`src/rtl/score_render_ctrl_if.sv`:
```
// rtl/score_render_ctrl_if.sv - renderer control and VGA plot bundle for score_render_ctrl
// master = controller side, slave = renderer/plot-port side.
interface score_render_ctrl_if;
  logic       rd_resetn;
  logic       rd_ld_en;
  logic       rd_draw_en;
  logic       rd_pause;
  logic       rd_done;
  logic       rd_cur_bit;
  logic [5:0] rd_offset;
  logic [1:0] rd_digit_offset;
  logic       plot;
  logic       plot_ready;
  logic [7:0] x;
  logic [6:0] y;
  logic [2:0] colour;

  modport master (
    output rd_resetn, rd_ld_en, rd_draw_en, rd_pause,
    input  rd_done, rd_cur_bit, rd_offset, rd_digit_offset,
    output plot, x, y, colour,
    input  plot_ready
  );

  modport slave (
    input  rd_resetn, rd_ld_en, rd_draw_en, rd_pause,
    output rd_done, rd_cur_bit, rd_offset, rd_digit_offset,
    input  plot, x, y, colour,
    output plot_ready
  );
endinterface

```
`src/rtl/score_render_ctrl.sv`:
```
// rtl/score_render_ctrl.sv - sequences the bit-serial score renderer into VGA plot requests
// SCORE_BG_CLEAR_EN: plot every glyph bit (0-bits in BG_COLOUR) instead of only 1-bits.
module score_render_ctrl #(
  parameter logic [7:0] X0        = 8'd8,
  parameter logic [6:0] Y0        = 7'd8,
  parameter logic [7:0] SPACING   = 8'd9,
  parameter logic [2:0] FG_COLOUR = 3'b111
`ifdef SCORE_BG_CLEAR_EN
  , parameter logic [2:0] BG_COLOUR = 3'b000
`endif
) (
  input  logic                       clk,
  input  logic                       resetn,
  input  logic                       start,
  input  logic [9:0]                 score,
  output logic                       busy,
  output logic                       done,
  score_render_ctrl_if.master        rd
);

  typedef enum logic [1:0] {IDLE, LOAD, DRAW, FINISH} state_t;

  state_t     state_q, state_d;
  logic [9:0] sc_q, sc_d;
  logic [5:0] tag_off_q, tag_off_d;
  logic [1:0] tag_dig_q, tag_dig_d;
  logic       tag_v_q, tag_v_d;

  logic [1:0] ndig;
  logic       want;
  logic       advance;
  logic       emit;
  logic       consumed;

  always_ff @(posedge clk or posedge resetn) begin
    if (resetn) begin
      state_q   <= IDLE;
      sc_q      <= 10'd0;
      tag_off_q <= 6'd0;
      tag_dig_q <= 2'd0;
      tag_v_q   <= 1'b0;
    end else begin
      state_q   <= state_d;
      sc_q      <= sc_d;
      tag_off_q <= tag_off_d;
      tag_dig_q <= tag_dig_d;
      tag_v_q   <= tag_v_d;
    end
  end

  always_comb begin
    if (sc_q > 10'd99) begin
      ndig = 2'd2;
    end else if (sc_q > 10'd9) begin
      ndig = 2'd1;
    end else begin
      ndig = 2'd0;
    end
  end

  always_comb begin
    state_d       = state_q;
    sc_d          = sc_q;
    busy          = 1'b0;
    done          = 1'b0;
    rd.rd_resetn  = 1'b1;
    rd.rd_ld_en   = 1'b0;
    rd.rd_draw_en = 1'b0;
    unique case (state_q)
      IDLE: begin
        rd.rd_resetn = 1'b0;
        if (start) begin
          sc_d    = (score > 10'd999) ? 10'd999 : score;
          state_d = LOAD;
        end
      end
      LOAD: begin
        busy        = 1'b1;
        rd.rd_ld_en = 1'b1;
        state_d     = DRAW;
      end
      DRAW: begin
        busy          = 1'b1;
        rd.rd_draw_en = 1'b1;
        // Wait for the last tagged bit to drain before reporting completion.
        if (rd.rd_done && !tag_v_q) begin
          state_d = FINISH;
        end
      end
      FINISH: begin
        busy    = 1'b1;
        done    = 1'b1;
        state_d = IDLE;
      end
      default: state_d = IDLE;
    endcase
  end

  always_comb begin
`ifdef SCORE_BG_CLEAR_EN
    want      = tag_v_q;
    rd.colour = rd.rd_cur_bit ? FG_COLOUR : BG_COLOUR;
`else
    want      = tag_v_q & rd.rd_cur_bit;
    rd.colour = FG_COLOUR;
`endif
    rd.rd_pause = want & ~rd.plot_ready;
    advance     = rd.rd_draw_en & ~rd.rd_pause;
    // Positions past the last real digit are renderer overrun, never plotted.
    emit        = advance & ~((rd.rd_offset == 6'd0) && (rd.rd_digit_offset > ndig));
    consumed    = tag_v_q & (~want | rd.plot_ready);

    tag_off_d = tag_off_q;
    tag_dig_d = tag_dig_q;
    tag_v_d   = tag_v_q;
    if (emit) begin
      tag_off_d = rd.rd_offset;
      tag_dig_d = rd.rd_digit_offset;
      tag_v_d   = 1'b1;
    end else if (consumed) begin
      tag_v_d   = 1'b0;
    end

    rd.plot = want;
    rd.x    = X0 + ({6'd0, tag_dig_q} * SPACING) + {5'd0, 3'd7 - tag_off_q[2:0]};
    rd.y    = Y0 + {4'd0, tag_off_q[5:3]};
  end

endmodule

```
`src/flat_wrapper.sv`:
```
// flat-port wrapper written by rule: the top's interface ports become plain ports
module score_render_ctrl_flat 
#(
  parameter logic [7:0] X0        = 8'd8,
  parameter logic [6:0] Y0        = 7'd8,
  parameter logic [7:0] SPACING   = 8'd9,
  parameter logic [2:0] FG_COLOUR = 3'b111

)
  (clk, resetn, start, score, busy, done, rd_rd_resetn, rd_rd_ld_en, rd_rd_draw_en, rd_rd_pause, rd_rd_done, rd_rd_cur_bit, rd_rd_offset, rd_rd_digit_offset, rd_plot, rd_x, rd_y, rd_colour, rd_plot_ready);
  score_render_ctrl_if rd_i ();
  input  logic clk;
  input  logic resetn;
  input  logic start;
  input  logic [9:0] score;
  output logic busy;
  output logic done;
  output wire logic [$bits(rd_i.rd_resetn)-1:0] rd_rd_resetn;
  output wire logic [$bits(rd_i.rd_ld_en)-1:0] rd_rd_ld_en;
  output wire logic [$bits(rd_i.rd_draw_en)-1:0] rd_rd_draw_en;
  output wire logic [$bits(rd_i.rd_pause)-1:0] rd_rd_pause;
  input wire logic [$bits(rd_i.rd_done)-1:0] rd_rd_done;
  input wire logic [$bits(rd_i.rd_cur_bit)-1:0] rd_rd_cur_bit;
  input wire logic [$bits(rd_i.rd_offset)-1:0] rd_rd_offset;
  input wire logic [$bits(rd_i.rd_digit_offset)-1:0] rd_rd_digit_offset;
  output wire logic [$bits(rd_i.plot)-1:0] rd_plot;
  output wire logic [$bits(rd_i.x)-1:0] rd_x;
  output wire logic [$bits(rd_i.y)-1:0] rd_y;
  output wire logic [$bits(rd_i.colour)-1:0] rd_colour;
  input wire logic [$bits(rd_i.plot_ready)-1:0] rd_plot_ready;
  assign rd_rd_resetn = rd_i.rd_resetn;
  assign rd_rd_ld_en = rd_i.rd_ld_en;
  assign rd_rd_draw_en = rd_i.rd_draw_en;
  assign rd_rd_pause = rd_i.rd_pause;
  assign rd_i.rd_done = rd_rd_done;
  assign rd_i.rd_cur_bit = rd_rd_cur_bit;
  assign rd_i.rd_offset = rd_rd_offset;
  assign rd_i.rd_digit_offset = rd_rd_digit_offset;
  assign rd_plot = rd_i.plot;
  assign rd_x = rd_i.x;
  assign rd_y = rd_i.y;
  assign rd_colour = rd_i.colour;
  assign rd_i.plot_ready = rd_plot_ready;
  score_render_ctrl #(.X0(X0), .Y0(Y0), .SPACING(SPACING), .FG_COLOUR(FG_COLOUR)) u_core (.clk(clk), .resetn(resetn), .start(start), .score(score), .busy(busy), .done(done), .rd(rd_i));
endmodule
```
`config.mk`:
```
export PLATFORM = sky130hd
export DESIGN_NAME = score_render_ctrl_flat
export DESIGN_NICKNAME = d
export VERILOG_FILES = /design/src/rtl/score_render_ctrl_if.sv /design/src/rtl/score_render_ctrl.sv /design/src/flat_wrapper.sv
export SDC_FILE = /design/constraint.sdc
export NUM_CORES = 1
export LEC_CHECK = 0
export ABC_AREA = 1
export CORE_UTILIZATION = 44
export CTS_CLUSTER_SIZE = 14
export DETAILED_ROUTE_END_ITERATION = 10
export GPL_ROUTABILITY_DRIVEN = 0
export PLACE_DENSITY = 0.8
export REMOVE_ABC_BUFFERS = 1
export SETUP_SLACK_MARGIN = 0.1
export SYNTH_ARGS = -nofsm -noshare
export SYNTH_HDL_FRONTEND = slang
export SYNTH_SLANG_ARGS = --single-unit
```
`constraint.sdc`:
```
create_clock -name clk -period 2.25 [get_ports clk]
set_input_delay 0.675 -clock clk [delete_from_list [all_inputs] [get_ports clk]]
set_output_delay 0.675 -clock clk [all_outputs]
set_load 0.05 [all_outputs]
```
==> metrics.cfg <==
[run_status]
status = complete, but fails checks
violations = setup timing

[die]
num_rows = 19
io-pin-count = 49
die_h_um = 56.5
dieArea_mm2 = 0.00319
coreArea_mm2 = 0.00278
die_w_um = 56.5
start_util_pct = 46.9

[clock_tree]
holdBufCountCts = 0
clock_latency_ns = 0.30
cts_tree = done
clockRootBuffer = clkbuf_4
numCtsBuffers = 3
clock-sinks = 20
clk_pin_slew_worst_paths_ns = 0.11
cts_max_level = 1
clk_path_buf_depth = 2

[layout]
n_fill_cell = 225
antenna_cells = 0
utilization_pct = 69.2
finalNonFillerCells = 232
area_growth_pct = 47.5
drive_gt1_share_pct = 22.9
mostFrequentLayoutCells = nand2_1, clkdlybuf4s50_1, dfrtp_1
nets = 238
final_common_cell = nand2_1

[sta]
whs_ns = 0.482
slew_headroom_pct = 66.5
finClkSkew_ns = 0.00564
worstMarginPinSlew_ns = 0.501
period_minus_slack_ns = 2.42
layout_setup_ws_ns = -0.172
drv_slew = 0
setup_tns_ns = -0.614
finalHoldViolCount = 0
fmax_mhz = 413
rsz0062_at_grt = true
finalCritPeriodShare_pct = 108
setup_violations = 6

[place]
place_hpwl_um = 2110
place_inst = 225
io_buffers = 39

[global_routing]
grt_max_degree = 21
overflow = 0
antenna_found_initial = 0
grt_pass1_vias = 1183
gr-usage-all-layers_pct = 19.1
grt_pass1_wl_um = 4760

[critical_path]
worst-path-max-fanout = 2
cp.required_ns = 1.57
reg2reg_depth = 13
cp_cell_sequence = ha_2, fa_2, xnor2_1, buf_12
worst_path_largest_cell_delay_ns = 0.41
slowest_stage = dfrtp_1
cp-start-kind = register
end_kind = output port
cp.depth = 4
crit_arrival_ns = 1.75
path_class = reg2out
rr_startpoint = u_core.sc_q[2]
critPathTopFamily = adder cells
cp_num_buf_inv = 1
startpoint = u_core.tag_dig_q[0]

[hold_path]
hold_start = u_core.tag_off_q[3]
hold_path.class = reg2reg
hold_depth = 2

[flow_run]
maxCapViolCount = 0

[logic_synthesis]
ys_ff_latch = 20
synth_top_area_share_pct = 38.4
syn_inst = 158
ys_warn_count = 0
synthesis.area_mm2 = 0.00131
yosysSeqAreaShare_pct = 38.4
synth_top_area_cell = dfrtp_1
syn_avg_cell_area_um2 = 8.26
yosysUniqueCellTypes = 27
synth.area.top_cells = dfrtp_1, nand2_1, ha_1

[detailed_routing]
postRouteWirelength_um = 2660
firstDrtPassIters = 4
drtAntennaViolNets = 0
vias = 1128
wl_per_cell_um = 11.5
via_per_inst = 4.86
post-route-drc-count = 0
drt_iter0_drc = 34

[worst paths after layout]
path                       slack (ns)                  end
max                             -0.17              rd_x[2]
min                              0.48  u_core.tag_off_q[3]
max reg2reg                      0.45  u_core.tag_off_q[0]
min reg2reg                      0.48  u_core.tag_off_q[3]
max in group asynchronous        1.35  u_core.tag_dig_q[1]
min in group asynchronous        0.68       u_core.sc_q[8]
[synthesized netlist by cell type]
cell,number
o21a_1,1
a21oi_1,3
o21bai_2,1
nor2_1,10
o21ai_1,2
a21o_1,1
nand3_1,13
fa_1,1
o21ai_0,3
nand2_2,1
nand4_1,1
xor2_1,3
buf_4,12
nor2_8,1
nand2_8,1
inv_1,16
nand2_4,1
nor3_1,3
conb_1,2
dfrtp_1,20
buf_2,1
ha_1,11
nor2_4,2
nor2_2,1
clkinv_1,1
nand2_1,45
xnor2_1,1
[final cells by class]
class                   count  area, um^2  share of cell area, %
clock buffers               3        22.5                   1.17
flip-flops and latches     20         502                   26.1
repair buffers             46         544                   28.3
clock inverters             1        30.0                   1.56
inverters                  17        63.8                   3.32
well taps                  31        38.8                   2.02
multi-input cells         114         723                   37.6
[repair_timing]
action                     CTS  global route
buffers inserted             3             0
resized for setup           14             3
setup endpoints to repair   10             9
pin swaps                    7             4
[worst register-to-register path, cell delays in order, from the launching register on]
cell and delay (ns):
dfrtp_1 0.41, nor2_1 0.12, nand2_1 0.06, nand3_1 0.07, nand2_1 0.07, a21oi_1 0.15, ha_1 0.26, nand2_1 0.08
nand2_2 0.07, nor2_4 0.12, nand2_4 0.11, nand2_8 0.10, nand2_1 0.05, nand2_1 0.06
[per-stage QoR]
step	cell area, um^2	setup WS, ns
global placement	1790	0.0416
floorplan	1230	-0.377
global route	1920	-0.249
finish	1920	-0.172
detailed placement	1790	0.00666
CTS	1920	-0.157
[logic make-up after synthesis]
kind of cell    count (synthesis)  share of synthesized area, %
simple gates                   79                          29.1
buf+inv                        30                          12.2
flops                          20                          38.4
fa+ha+maj                      12                          12.1
compound gates                 11                          5.08
xor+xnor                        4                          2.69
other cells                     2                         0.575
[state kept, by name, indices dropped and copies added, names as in the netlist]
register          count
u_core.sc_q           9
u_core.state_q        2
u_core.tag_off_q      6
u_core.tag_dig_q      2
u_core.tag_v_q        1
[layer usage]
metal	share of wire, %	global-route usage (%)	vias to the layer above
met1	39	21.0	521
met5	0	0	-
met2	55	36.0	43
met4	0.90	7.67	0
li1	-	-	560
met3	4.7	3.00	4
Power is left out: the tool's default activity adds up to more than one toggle a clock period on the data nets, which glitch-free logic cannot reach.
